--- config.mk ---
export PLATFORM = sky130hd
export DESIGN_NAME = vend_ctrl
export DESIGN_NICKNAME = d
export VERILOG_FILES = /design/src/rtl/vend_pkg.sv /design/src/rtl/vend_ctrl_change_pick.sv /design/src/rtl/vend_ctrl.sv
export SDC_FILE = /design/constraint.sdc
export NUM_CORES = 1
export LEC_CHECK = 0
export ABC_AREA = 1
export CORE_ASPECT_RATIO = 0.8
export CORE_MARGIN = 2
export CORE_UTILIZATION = 55
export CTS_BUF_LIST = sky130_fd_sc_hd__clkbuf_2 sky130_fd_sc_hd__clkbuf_4 sky130_fd_sc_hd__clkbuf_8
export CTS_CLUSTER_DIAMETER = 200
export DETAILED_ROUTE_END_ITERATION = 6
export GPL_ROUTABILITY_DRIVEN = 1
export PLACE_DENSITY = 0.78
export SETUP_SLACK_MARGIN = 0.3
export SYNTH_ARGS = -nofsm -noshare
export SYNTH_HDL_FRONTEND = slang
export SYNTH_SLANG_ARGS = --single-unit
export TNS_END_PERCENT = 50
--- constraint.sdc ---
create_clock -name clk -period 4.6 [get_ports clk]
set_clock_uncertainty 0.05 [all_clocks]
set_input_delay 0.92 -clock clk [delete_from_list [all_inputs] [get_ports clk]]
set_output_delay 0.92 -clock clk [all_outputs]
set_load 0.03 [all_outputs]
--- src/rtl/vend_pkg.sv ---
// Shared constants for the vending front-end: FSM state codes, coin values
// and a helper that maps a single coin strobe to its value in cents.
package vend_pkg;

  localparam logic [1:0] ST_IDLE   = 2'd0;
  localparam logic [1:0] ST_VEND   = 2'd1;
  localparam logic [1:0] ST_CHANGE = 2'd2;
  localparam logic [1:0] ST_SETTLE = 2'd3;

  localparam logic [7:0] NICKEL          = 8'd5;
  localparam logic [7:0] DIME            = 8'd10;
  localparam logic [7:0] NICKEL_DIME     = 8'd15;
  localparam logic [7:0] QUARTER         = 8'd25;
  localparam logic [7:0] MAX_VEND_CHANGE = 8'd20;

  // Only meaningful when exactly one strobe is high; multi-coin cycles are rejected.
  function automatic logic [7:0] coin_value(input logic n, input logic d, input logic q);
    logic [7:0] v;
    v = 8'd0;
    if (n)      v = NICKEL;
    else if (d) v = DIME;
    else if (q) v = QUARTER;
    return v;
  endfunction

endpackage

--- src/rtl/vend_ctrl_change_pick.sv ---
// Greedy change selector: picks the largest payout pulse that fits in rem and
// reports how much that pulse removes from rem.
module vend_ctrl_change_pick
  import vend_pkg::*;
(
  input  logic [7:0] i_rem,
  output logic [3:0] o_sel,   // {two_dime, nickel_dime, dime, nickel}
  output logic [7:0] o_dec
);

  // NOTE: every output gets a default first, so no branch can leave it unassigned and infer a latch.
  always_comb begin
    o_sel = 4'b0000;
    o_dec = 8'd0;
    if (i_rem >= MAX_VEND_CHANGE) begin
      o_sel = 4'b1000;
      o_dec = MAX_VEND_CHANGE;
    end else if (i_rem >= NICKEL_DIME) begin
      o_sel = 4'b0100;
      o_dec = NICKEL_DIME;
    end else if (i_rem >= DIME) begin
      o_sel = 4'b0010;
      o_dec = DIME;
    end else if (i_rem >= NICKEL) begin
      o_sel = 4'b0001;
      o_dec = NICKEL;
    end
  end

endmodule

--- src/rtl/vend_ctrl.sv ---
// Vending front-end FSM: accepts/rejects coins against PRICE, pulses dispense
// once per sale and sequences change or refund pulses into the coin counter.
module vend_ctrl
  import vend_pkg::*;
#(
  parameter int unsigned PRICE      = 35,
  parameter int unsigned SETTLE_CYC = 2
) (
  input  logic       clk,
  input  logic       rst,
  input  logic       nickel_in,
  input  logic       dime_in,
  input  logic       quarter_in,
  input  logic       cancel,
  input  logic       use_exact,
  output logic       nickel_acc,
  output logic       dime_acc,
  output logic       quarter_acc,
  output logic       nickel_out,
  output logic       dime_out,
  output logic       nickel_dime_out,
  output logic       two_dime_out,
  output logic       dispense,
  output logic       coin_reject,
  output logic [7:0] credit,
  output logic       busy
);

  localparam logic [7:0] PRICE_C = 8'(PRICE);
  localparam int         SW      = (SETTLE_CYC > 1) ? $clog2(SETTLE_CYC) : 1;
  localparam logic [SW-1:0] SETTLE_LOAD = SW'(SETTLE_CYC - 1);

  logic [1:0]    r_state;
  logic [7:0]    r_credit;
  logic [7:0]    r_rem;
  logic [SW-1:0] r_settle_cnt;
  logic          r_nickel_acc, r_dime_acc, r_quarter_acc;
  logic          r_nickel_out, r_dime_out, r_nickel_dime_out, r_two_dime_out;
  logic          r_dispense, r_coin_reject;

  logic [1:0] w_coin_cnt;
  logic       w_any_coin;
  logic       w_multi_coin;
  logic [8:0] w_sum;
  logic [3:0] w_sel;
  logic [7:0] w_dec;
  logic [7:0] w_rem_next;

  assign w_coin_cnt   = 2'(nickel_in) + 2'(dime_in) + 2'(quarter_in);
  assign w_any_coin   = (w_coin_cnt != 2'd0);
  assign w_multi_coin = (w_coin_cnt > 2'd1);
  assign w_sum        = {1'b0, r_credit} + {1'b0, coin_value(nickel_in, dime_in, quarter_in)};
  assign w_rem_next   = r_rem - w_dec;

  vend_ctrl_change_pick u_change_pick (
    .i_rem (r_rem),
    .o_sel (w_sel),
    .o_dec (w_dec)
  );

  // NOTE: sequential state uses non-blocking assignments so every register sees pre-edge values.
  always_ff @(posedge clk or posedge rst) begin
    if (rst) begin
      r_state           <= ST_IDLE;
      r_credit          <= 8'd0;
      r_rem             <= 8'd0;
      r_settle_cnt      <= '0;
      r_nickel_acc      <= 1'b0;
      r_dime_acc        <= 1'b0;
      r_quarter_acc     <= 1'b0;
      r_nickel_out      <= 1'b0;
      r_dime_out        <= 1'b0;
      r_nickel_dime_out <= 1'b0;
      r_two_dime_out    <= 1'b0;
      r_dispense        <= 1'b0;
      r_coin_reject     <= 1'b0;
    end else begin
      // Pulses default low each cycle; branches below raise at most one counter pulse.
      r_nickel_acc      <= 1'b0;
      r_dime_acc        <= 1'b0;
      r_quarter_acc     <= 1'b0;
      r_nickel_out      <= 1'b0;
      r_dime_out        <= 1'b0;
      r_nickel_dime_out <= 1'b0;
      r_two_dime_out    <= 1'b0;
      r_dispense        <= 1'b0;
      r_coin_reject     <= 1'b0;

      case (r_state)
        ST_IDLE: begin
          if (cancel) begin
            r_coin_reject <= w_any_coin;
            if (r_credit != 8'd0) begin
              r_rem    <= r_credit;
              r_credit <= 8'd0;
              r_state  <= ST_CHANGE;
            end
          end else if (w_multi_coin) begin
            r_coin_reject <= 1'b1;
          end else if (w_any_coin) begin
            if (use_exact && (w_sum > {1'b0, PRICE_C})) begin
              r_coin_reject <= 1'b1;
            end else begin
              r_nickel_acc  <= nickel_in;
              r_dime_acc    <= dime_in;
              r_quarter_acc <= quarter_in;
              if (w_sum >= {1'b0, PRICE_C}) begin
                r_rem    <= w_sum[7:0] - PRICE_C;
                r_credit <= 8'd0;
                r_state  <= ST_VEND;
              end else begin
                r_credit <= w_sum[7:0];
              end
            end
          end
        end

        ST_VEND: begin
          r_dispense   <= 1'b1;
          r_settle_cnt <= SETTLE_LOAD;
          r_state      <= (r_rem != 8'd0) ? ST_CHANGE : ST_SETTLE;
        end

        ST_CHANGE: begin
          r_two_dime_out    <= w_sel[3];
          r_nickel_dime_out <= w_sel[2];
          r_dime_out        <= w_sel[1];
          r_nickel_out      <= w_sel[0];
          r_rem             <= w_rem_next;
          r_settle_cnt      <= SETTLE_LOAD;
          if (w_rem_next == 8'd0) r_state <= ST_SETTLE;
        end

        default: begin
          if (r_settle_cnt == '0) r_state <= ST_IDLE;
          else                    r_settle_cnt <= r_settle_cnt - 1'b1;
        end
      endcase

      if ((r_state != ST_IDLE) && w_any_coin) r_coin_reject <= 1'b1;
    end
  end

  assign nickel_acc      = r_nickel_acc;
  assign dime_acc        = r_dime_acc;
  assign quarter_acc     = r_quarter_acc;
  assign nickel_out      = r_nickel_out;
  assign dime_out        = r_dime_out;
  assign nickel_dime_out = r_nickel_dime_out;
  assign two_dime_out    = r_two_dime_out;
  assign dispense        = r_dispense;
  assign coin_reject     = r_coin_reject;
  assign credit          = r_credit;
  assign busy            = (r_state != ST_IDLE);

endmodule

==> qor.csv, run 1 <==
stage,metric,value,unit
clocking,cts_root_buf,clkbuf_8,
critical_path,sort_of_element_at_the_start_of_the_critical_path,input port,
grt,grt_usage,0.266,
synth,post-synth-top-area-fraction,0.277,
synth,postSynth.topFlopCell,dfrtp_1,
timing,timing.final.max_slew_violations,0,
synth,synthCells,356,
power_and_ir_drop,totalPowerFinal,2.11,mW
synth,synthesis.nets,381,
drt,number_of_optimization_iterations_in_the_first_detailed_route_pass,5,
grt,grt_pass1_vias,2174,
drt,vias_per_cell,5.72,
placed_design,gp_routability_congestion,0.920,
power_and_ir_drop,total_leakage_power,1.41,nW
synth,yosys_warnings,0,
floorplanning,num_io_pins,25,
grt,antenna_violations_before_repair,0,
critical_path,reg2reg_from,r_rem[5],
timing,fin_crit,3890,ps
placed_design,io_buffers,24,
critical_path,cpMaxStageDelayCell,clkdlybuf4s50_1,
synth,synth.cells.most_frequent,"83 x nand2_1, 41 x inv_1, 32 x nor2_1",
timing,totalNegativeSetupSlack,0,ps
floorplanning,design.die.area,0.00517,mm^2
clocking,clock_buffers_created_by_tritoncts,3,
clocking,post_cts_repair_setup_buffers,0,
critical_path,critical_register_to_register_path_endpoint,r_state[0],
floorplanning,core-area,0.00451,mm^2
synth,yosysSeqAreaShare,0.277,
critical_path,cpPeakStageDelay,550,ps
timing,final-setup-viol-count,0,
timing,postLayoutSetupSlackWorst,707,ps
critical_path,cp_cell_sequence,"clkdlybuf4s50_1, inv_1, o21ai_0, ha_1, fa_1, ha_1, inv_1, nor2_1, nand2_2, nor2_4, nand3_1, nand3_2, nand2_4, nand2_2, nand3_2, nand2_1, nand2_1",
critical_path,worst_r2r_path_cells,20,
timing,fmax,257,MHz
power_and_ir_drop,vdd_ir_drop_max,0.000392,V
floorplanning,floorplan.die.height,64.7,um
drt,route.detailed.drc,0,
drt,wirelength_per_cell,14.4,um
drt,wl,6.31,mm
critical_path,critical_path.max_fanout,11,
clocking,clk-insertion-delay-late,280,ps
clocking,cts.htree.levels,1,
critical_path,required,4730,ps
worst_hold_path,min-delay-path-class,flip-flop to flip-flop,
worst_hold_path,worstHoldPathCells,2,
power_and_ir_drop,total_switching_power,1.14,mW
drt,final_antenna_net_count,0,
synth,synth_enable_flop_cells,0,
placed_design,placement.setup.worst_slack,483,ps
power_and_ir_drop,share_seq_of_total_power,0.204,
critical_path,r2r_slack,1250,ps
drt,drtIter0Drc,301,
timing,timing.max_slew.rel_slack,0.298,
worst_hold_path,timing.hold.worst_endpoint,r_settle_cnt,
synth,synth_top_cells_by_area,"dfrtp_1 28%, nand2_1 12%, ha_1 7.4%, inv_1 6.1%, nand3_1 5.7%",
synth,synth_top_area_cell,dfrtp_1,
clocking,cts_tree,done,
floorplanning,chipWidth,79.9,um
finish,area.growth.synth_to_final,13.4,%
placed_design,hpwl,5.00,mm
grt,overflow,0,
synth,synth.distinct_cells,36,
synth,synthesis.area,0.00253,mm^2
timing,unrepaired_setup_endpoints_after_global_routing,no,
finish,layout_net_count,405,
critical_path,worstSetupPathType,input port to flip-flop,
clocking,postCtsResizedCells,0,
timing,report.final.hold_viol_count,0,
worst_hold_path,min_from,r_settle_cnt,
timing,worst-slew-pin-transition,1050,ps
grt,grt_start_max_net_pins,29,
clocking,clock_sink_count,28,
critical_path,cp.arrival,4020,ps
synth,postSynthAreaPerCell,7.12,um^2
power_and_ir_drop,clock_power_share,0.095,
power_and_ir_drop,comb_power_share,0.701,
synth,ys_ff_latch,28,
floorplanning,start_util,0.561,
power_and_ir_drop,power-per-cell-area,734,mW/mm^2
timing,whs,481,ps
power_and_ir_drop,cell_internal_pwr,0.967,mW
clocking,post_cts_hold_buffers,0,
synth,yosys.cell_count.top_type,nand2_1,
job,drv.max_cap_violation_count,0,
power_and_ir_drop,swShare,0.541,
drt,detailroute.via_count,2509,
outcome,run_status,"finished, final reports clean",
grt,grt_first_pass_wirelength,10.7,mm
critical_path,endpoint_kind,flip-flop,
timing,final.period_utilization,0.846,
clocking,path_clk_slew,100,ps
finish,diodes,0,
floorplanning,rows,22,
finish,drive_above_1_share,0.142,
clocking,max-clock-path-buffers,2,
synth,synthArstFlopShare,1.00,
==> worst max-delay path, delay by kind of cell <==
| family | cells | cell delay, ps |
|---|---|---|
| AO/OA/AOI/OAI | 1 | 150 |
| adder cells (fa/ha/maj) | 3 | 1000 |
| buffers and inverters | 3 | 740 |
| AND/OR/NAND/NOR | 10 | 1220 |
==> cells by family (layout without fill, tap and decap cells) <==
family                     count (synthesis)  in the layout  synth area share
adders and majority gates                 18             18            0.0978
and+or+nand+nor                          214            214             0.429
xor gates and xnor gates                   2              2           0.00691
DFF                                       28             28             0.277
buffers and inverters                     51             74            0.0884
AOI/OAI and AO/OA                         43             43             0.101
==> metal layers <==
layer | track usage | vias to the layer above | wire (um)
li1 | - | 1225 | -
met1 | 0.432 | 1170 | 3140
met4 | 0.0381 | 0 | 25
met5 | 0 | - | 0
met2 | 0.369 | 112 | 2600
met3 | 0.0487 | 2 | 545
==> power groups by stage <==
stage	Sequential [mW]	Combinational, mW	Clock (mW)
final	0.430	1.48	0.200
after detailed placement	0.432	1.46	0
after global routing	0.442	1.66	0.212
after floorplan	0.472	1.08	0
after global placement	0.433	1.44	0
after CTS	0.428	1.46	0.204
==> flip-flops by register name, indices dropped and copies added, names as in the netlist <==
signal and cells:
quarter_acc 1, r_rem 8, nickel_out 1, dime_out 1
credit 8, coin_reject 1, dispense 1, dime_acc 1
r_state 2, nickel_dime_out 1, two_dime_out 1, nickel_acc 1
r_settle_cnt 1
==> cells in the final DEF (no fill, tap or decap), types with 2 or more instances in the layout <==
cell type	netlist	layout
nand3b_1	2	2
clkbuf_8	0	3
nand4_1	16	16
nand2_1	83	83
inv_1	41	41
a31oi_1	2	2
a21oi_2	2	2
nand3_2	8	8
fa_1	3	3
nand2_2	18	18
ha_1	15	15
clkinv_1	3	3
a21oi_1	16	16
o211ai_1	2	2
nand3_1	29	29
nor2_1	32	32
nor2_2	5	5
o21ai_2	6	6
nor4_1	2	2
clkdlybuf4s50_1	0	24
nand2_4	4	4
dfrtp_1	28	28
nor3_1	9	9
nand3_4	2	2
o21ai_0	13	13
==> stage by stage <==
step | cells | util | instance area, um^2
floorplan | 356 | - | 2530
global route | 439 | 0.636 | 2870
finish | 439 | 0.636 | 2870
CTS | 439 | 0.636 | 2870
detailed placement | 435 | 0.621 | 2800
global placement | 435 | 0.621 | 2800
==> final cells by class <==
type,instances,area (um^2)
fillers,410,1640
multi-input cells,277,1610
flip-flops and latches,28,701
repair buffers,25,248
inverters,45,169
well taps,60,75.1
clock buffers,3,41.3
clock inverters,1,30.0
==> worst max path at each step <==
stage	endpoint	startpoint	slack (ps)	depth (start not counted)
global placement	r_rem[7]	nickel_in	580	17
floorplan	credit[1]	quarter_in	1510	17
CTS	r_rem[0]	nickel_in	770	17
global route	r_rem[4]	nickel_in	460	17
finish	r_rem[3]	nickel_in	710	17
detailed placement	r_rem[0]	nickel_in	480	17
No activity file was read; power rests on OpenSTA's default activity.
==> run 2, diff against run 1 <==
clock period = 3.8 ns   (was 4.6 ns; I/O delays follow)
==> run 2 against run 1 <==
Against the previous run: non-clock buffer count up 4; combinational power grew 29%; routed wire length rose by 2.0%; highest routed layer unchanged.
==> qor.csv, run 2 (synthesized netlist as in run 1, its figures left out) <==
stage,metric,value,unit,change
outcome,run_status,"finished, final reports clean",,
critical_path,r2r_slack,590,ps,-660 ps
critical_path,required,3970,ps,-760 ps
floorplanning,core-area,0.00451,mm^2,unchanged
finish,layout_common_cells,"82 x nand2_1, 39 x inv_1, 29 x nor2_1",,
worst_hold_path,min-delay-path-class,flip-flop to flip-flop,,
drt,route.detailed.drc,0,,unchanged
power_and_ir_drop,vdd_ir_drop_max,0.000468,V,+19%
grt,grt_start_max_net_pins,29,,unchanged
critical_path,cpMaxStageDelayCell,clkdlybuf4s50_1,,
clocking,max-clock-path-buffers,2,,unchanged
finish,layout.cells.most_common,nand2_1,,
placed_design,io_buffers,24,,unchanged
clocking,clk-insertion-delay-late,280,ps,about the same
job,drv.max_cap_violation_count,0,,unchanged
clocking,clock_buffers_created_by_tritoncts,3,,unchanged
finish,area.sequential,702,um^2,+0.18%
timing,timing.final.max_slew_violations,0,,unchanged
timing,final.period_utilization,0.881,,
finish,multi_input_area,0.00167,mm^2,+4.0%
grt,grt_first_pass_wirelength,10.5,mm,-1.4%
floorplanning,design.die.area,0.00517,mm^2,unchanged
placed_design,hpwl,5.11,mm,+2.2%
critical_path,cp_cell_sequence,"clkdlybuf4s50_1, inv_2, o21ai_2, ha_2, fa_2, nand2_1, inv_1, a21oi_2, nand3_2, nor2_2, nor2_2, nor2_2, nand3_1, nand2_2, nand2_4, nand3_4, nand2_1, nand2_1",,
power_and_ir_drop,share_seq_of_total_power,0.197,,-0.007
power_and_ir_drop,clock_power_share,0.089,,-0.006
timing,totalNegativeSetupSlack,0,ps,unchanged
grt,antenna_violations_before_repair,0,,unchanged
timing,fin_crit,3350,ps,
clocking,post_cts_hold_buffers,0,,unchanged
placed_design,dpl_cell_area,0.00284,mm^2,+1.5%
power_and_ir_drop,swShare,0.541,,about the same
power_and_ir_drop,totalPowerFinal,2.68,mW,+27%
power_and_ir_drop,cell_internal_pwr,1.23,mW,+27%
timing,report.final.hold_viol_count,0,,unchanged
critical_path,cpPeakStageDelay,510,ps,-40 ps
clocking,cts_tree,done,,
power_and_ir_drop,total_leakage_power,1.45,nW,+2.5%
floorplanning,chipWidth,79.9,um,unchanged
drt,wirelength_per_cell,14.5,um,+0.85%
clocking,path_clk_slew,100,ps,about the same
timing,unrepaired_setup_endpoints_after_global_routing,no,,
timing,postLayoutSetupSlackWorst,451,ps,-255 ps
critical_path,sort_of_element_at_the_start_of_the_critical_path,input port,,
clocking,cts.htree.levels,1,,unchanged
finish,layout_net_count,410,,+1.2%
drt,final_antenna_net_count,0,,unchanged
critical_path,critical_path.max_fanout,8,,-3
drt,wl,6.44,mm,+2.0%
critical_path,crit_family,simple AND/OR/NAND/NOR gates,,
power_and_ir_drop,total_switching_power,1.45,mW,+27%
finish,final_core_util,0.660,,+0.0241
drt,vias_per_cell,5.65,,-1.1%
timing,final-setup-viol-count,0,,unchanged
power_and_ir_drop,power-per-cell-area,899,mW/mm^2,+22%
critical_path,endpoint_kind,flip-flop,,
timing,worst-slew-pin-transition,1050,ps,-2.22 ps
floorplanning,num_io_pins,25,,unchanged
timing,timing.max_slew.rel_slack,0.299,,+0.00148
floorplanning,floorplan.die.height,64.7,um,unchanged
drt,number_of_optimization_iterations_in_the_first_detailed_route_pass,6,,+1
finish,drive_above_1_share,0.193,,+0.0502
finish,area.growth.synth_to_final,17.7,%,
timing,fmax,299,MHz,
critical_path,crit_buf_inv,3,,unchanged
floorplanning,rows,22,,unchanged
drt,detailroute.via_count,2509,,unchanged
clocking,cts_root_buf,clkbuf_8,,
clocking,clock_sink_count,28,,unchanged
placed_design,placement.setup.worst_slack,-60.0,ps,-543 ps
grt,grt_usage,0.262,,-0.00354
power_and_ir_drop,comb_power_share,0.714,,+0.013
critical_path,cp.arrival,3520,ps,-500 ps
grt,grt_pass1_vias,2178,,+0.18%
drt,drtIter0Drc,314,,+4.3%
finish,number_of_filler_cells_placed_in_the_layout,411,,+0.24%
grt,overflow,0,,unchanged
floorplanning,start_util,0.561,,unchanged
critical_path,worstSetupPathType,input port to flip-flop,,
placed_design,gp_routability_congestion,0.935,,+1.7%
finish,diodes,0,,unchanged
finish,final_area,0.00298,mm^2,+3.8%
-- run 2: changes by cell type in the layout (fill, tap and decap cells not counted), moves of 2 or more --
cell	before	now
nor2_1	32	29
buf_4	1	4
fa_1	3	1
inv_1	41	39
a21oi_2	2	4
inv_2	1	3
fa_2	0	2
a21oi_1	16	14
nor2_2	5	7
-- run 2: layout make-up --
| type | count | area share |
|---|---|---|
| Sequential cell | 28 | 0.235 |
| Clock buffer | 3 | 0.0138 |
| Tap cell | 60 | 0.0252 |
| Multi-Input combinational cell | 278 | 0.561 |
| Clock inverter | 1 | 0.0101 |
| Inverter | 45 | 0.0567 |
| Timing Repair Buffer | 29 | 0.0974 |
-- run 2: tightest hold or removal path, cell delays in order, from the launching register on --
cell	delay, ps
dfrtp_1	360
nand2_1	50
o21ai_0	80
-- run 2: per-layer routing --
metal / up-vias / global-route usage / routed length, um
li1: 1243 / - / -
met5: - / 0 / 0
met1: 1146 / 0.428 / 3180
met2: 112 / 0.367 / 2650
met3: 8 / 0.0487 / 559
met4: 0 / 0.0275 / 57
-- run 2: final timing paths --
kind	start	endpoint	cells after the start
max	quarter_in	r_rem[7]	18
min	r_settle_cnt	r_settle_cnt	2
max reg2reg	r_rem[5]	r_state[1]	22
min reg2reg	r_settle_cnt	r_settle_cnt	2
max in group asynchronous	rst	r_rem[5]	2
min in group asynchronous	rst	nickel_acc	2
-- run 2: metrics by stage --
| stage | cells | hold WS [ps] |
|---|---|---|
| 2_1_floorplan | 356 | 404 |
| 3_3_place_gp | 439 | 428 |
| 3_5_place_dp | 439 | 452 |
| 4_1_cts | 443 | 475 |
| 5_1_grt | 444 | 499 |
| 6_report | 444 | 477 |
-- run 2: timing repair --
item                                    in CTS  in global routing
setup buffers                                0                  0
endpoints found under the setup margin       9                 18
hold endpoints to repair                     0                  0
pin swaps                                    0                  1
cloned                                       0                  1
resized for setup                            1                 18
-- run 2: power by group through the flow --
stage,clock (mW),combinational [mW],sequential [mW]
CTS,0.243,1.79,0.523
global route,0.257,2.11,0.542
floorplan,0,1.31,0.572
detailed placement,0,1.78,0.530
global placement,0,1.75,0.524
finish,0.239,1.91,0.528
==> run 3, diff against run 2 <==
clock period = 3.6 ns   (was 3.8 ns; I/O delays follow)
==> run 3 against run 2 <==
Against the previous run: first-iteration DRC count grew 1.3%; sequential share of layout area down 1.2 points; total power increased by 11%; non-clock buffer count up 8; design area up 5.0%; utilization increased by 3.3 points; routed wire length grew 7.9%; sequential power is 4% higher; critical path depth decreased by 1; largest power group unchanged; highest routed layer unchanged.
==> qor.csv, run 3 (synthesized netlist as in run 1, its figures left out) <==
stage,metric,value,unit,change
outcome,run_status,"finished, final reports clean",,
finish,final_core_util,0.693,,+0.0330
power_and_ir_drop,vdd_ir_drop_max,0.000586,V,+25%
floorplanning,floorplan.die.height,64.7,um,unchanged
grt,grt_start_max_net_pins,29,,unchanged
timing,final.period_utilization,0.877,,
timing,timing.max_slew.rel_slack,0.279,,-0.0199
critical_path,cp_cell_sequence,"clkdlybuf4s50_1, inv_2, o21ai_2, ha_2, fa_1, ha_2, inv_1, nor2_1, nand2_2, nor2_4, nand3_2, nand3_4, nand2_4, nand2_2, nand2_8, inv_2, nor2_2",,
drt,wl,6.95,mm,+7.9%
drt,uppermost_layer_routed,met4,,
drt,detail_route.wirelength.met1,3.16,mm,-0.41%
clocking,post_cts_hold_buffers,0,,unchanged
drt,wirelength_per_cell,15.4,um,+5.9%
critical_path,critical_path.endpoint,credit[6],,
finish,drive_above_1_share,0.230,,+0.0369
critical_path,critical_register_to_register_path_endpoint,r_state[1],,
critical_path,sort_of_element_at_the_start_of_the_critical_path,input port,,
drt,final_antenna_net_count,0,,unchanged
finish,final_area,0.00313,mm^2,+5.0%
timing,worst-slew-pin-transition,1080,ps,+29.8 ps
grt,grt_pass1_vias,2322,,+6.6%
timing,timing.final.max_slew_violations,0,,unchanged
placed_design,hpwl,5.33,mm,+4.3%
timing,fmax,317,MHz,
critical_path,worstSetupPathType,input port to flip-flop,,
finish,layout_net_count,418,,+2.0%
floorplanning,rows,22,,unchanged
drt,routed-wl-met3,692,um,+24%
clocking,cts.htree.levels,1,,unchanged
finish,finalNonFillerCells,452,,+1.8%
placed_design,dpl_cell_area,0.00287,mm^2,+0.79%
drt,route.detailed.drc,0,,unchanged
clocking,cts_tree,done,,
timing,totalNegativeSetupSlack,0,ps,unchanged
finish,diodes,0,,unchanged
placed_design,gp_routability_congestion,0.976,,+4.3%
floorplanning,design.die.area,0.00517,mm^2,unchanged
job,drv.max_cap_violation_count,0,,unchanged
critical_path,endpoint_kind,flip-flop,,
critical_path,required,3730,ps,-240 ps
drt,drtIter0Drc,318,,+1.3%
clocking,clk-insertion-delay-late,280,ps,about the same
finish,layout.cells.most_common,nand2_1,,
critical_path,cp.arrival,3290,ps,-230 ps
floorplanning,num_io_pins,25,,unchanged
timing,fin_crit,3160,ps,
grt,overflow,0,,unchanged
critical_path,reg2reg_from,r_rem[6],,
critical_path,cpPeakStageDelay,550,ps,+40 ps
timing,report.final.hold_viol_count,0,,unchanged
critical_path,critical_path.startpoint,nickel_in,,
drt,met2_routed_length,3.01,mm,+14%
clocking,max-clock-path-buffers,2,,unchanged
timing,final-setup-viol-count,0,,unchanged
floorplanning,start_util,0.561,,unchanged
drt,detailroute.via_count,2535,,+1.0%
grt,grt_first_pass_wirelength,11.2,mm,+6.4%
power_and_ir_drop,totalPowerFinal,2.99,mW,+11%
clocking,cts_root_buf,clkbuf_8,,
clocking,clock_buffers_created_by_tritoncts,3,,unchanged
floorplanning,core-area,0.00451,mm^2,unchanged
drt,vias_per_cell,5.61,,-0.75%
power_and_ir_drop,total_leakage_power,1.51,nW,+4.3%
clocking,path_clk_slew,100,ps,about the same
placed_design,io_buffers,24,,unchanged
clocking,clock_sink_count,28,,unchanged
worst_hold_path,min-delay-path-class,flip-flop to flip-flop,,
placed_design,placed_cells_incl_taps,442,,+0.68%
finish,area.growth.synth_to_final,23.6,%,
timing,unrepaired_setup_endpoints_after_global_routing,no,,
grt,antenna_violations_before_repair,0,,unchanged
floorplanning,chipWidth,79.9,um,unchanged
finish,layout_common_cells,"82 x nand2_1, 39 x inv_1, 28 x dfrtp_1",,
grt,grt_usage,0.282,,+0.0197
critical_path,cpMaxStageDelayCell,fa_1,,
critical_path,worst_r2r_path_cells,21,,-4.5%
power_and_ir_drop,power-per-cell-area,954,mW/mm^2,+6.1%
drt,number_of_optimization_iterations_in_the_first_detailed_route_pass,6,,unchanged
critical_path,critical_path.max_fanout,13,,+5
critical_path,r2r_slack,480,ps,-110 ps
-- run 3: area by class of cell --
class	count	area, um^2
Fill cell	377	1380
Multi-Input combinational cell	278	1760
Tap cell	60	75.1
Inverter	45	169
Clock buffer	3	41.3
Sequential cell	28	701
Timing Repair Buffer	37	355
Clock inverter	1	30.0
-- run 3: worst max-delay path: cells and delay by family --
kind | cells | cell delay (ps)
buffers and inverters | 4 | 690
AOI/OAI and AO/OA | 1 | 60
adders and majority gates | 3 | 930
and+or+nand+nor | 9 | 890
-- run 3: where the power goes --
group / switching (mW) / total (mW) / leakage, nW / internal (mW)
combinational: 1.37 / 2.18 / 1.11 / 0.812
clock: 0.108 / 0.257 / 0.0357 / 0.149
sequential: 0.126 / 0.548 / 0.365 / 0.422
total: 1.60 / 2.99 / 1.51 / 1.38
-- run 3: worst min-delay path by stage --
stage	slack [ps]	start	cells after the start	end
3_3_place_gp	430	r_settle_cnt	2	r_settle_cnt
4_1_cts	480	r_rem[0]	2	r_rem[0]
3_5_place_dp	450	r_rem[0]	2	r_rem[0]
2_1_floorplan	400	r_settle_cnt	2	r_settle_cnt
6_report	480	r_rem[0]	2	r_rem[0]
5_1_grt	520	r_rem[0]	2	r_rem[0]
-- run 3: layer usage --
metal  track usage  up-vias
met5             0        -
met4        0.0530        0
met3        0.0348       10
met2         0.422      120
met1         0.439     1150
li1              -     1255
-- run 3: what timing repair did --
item / in CTS / in global routing
pin swaps: 0 / 11
endpoints found under the hold margin: 0 / 0
setup buffers: 1 / 4
resized for setup: 7 / 31
cloned: 0 / 1
setup endpoints to repair: 10 / 18
-- run 3: through the flow --
stage / hold WS [ps] / setup slack [ps]
global route: 522 / 281
detailed placement: 447 / -103
CTS: 476 / 337
finish: 480 / 443
floorplan: 404 / 693
global placement: 427 / -15.6
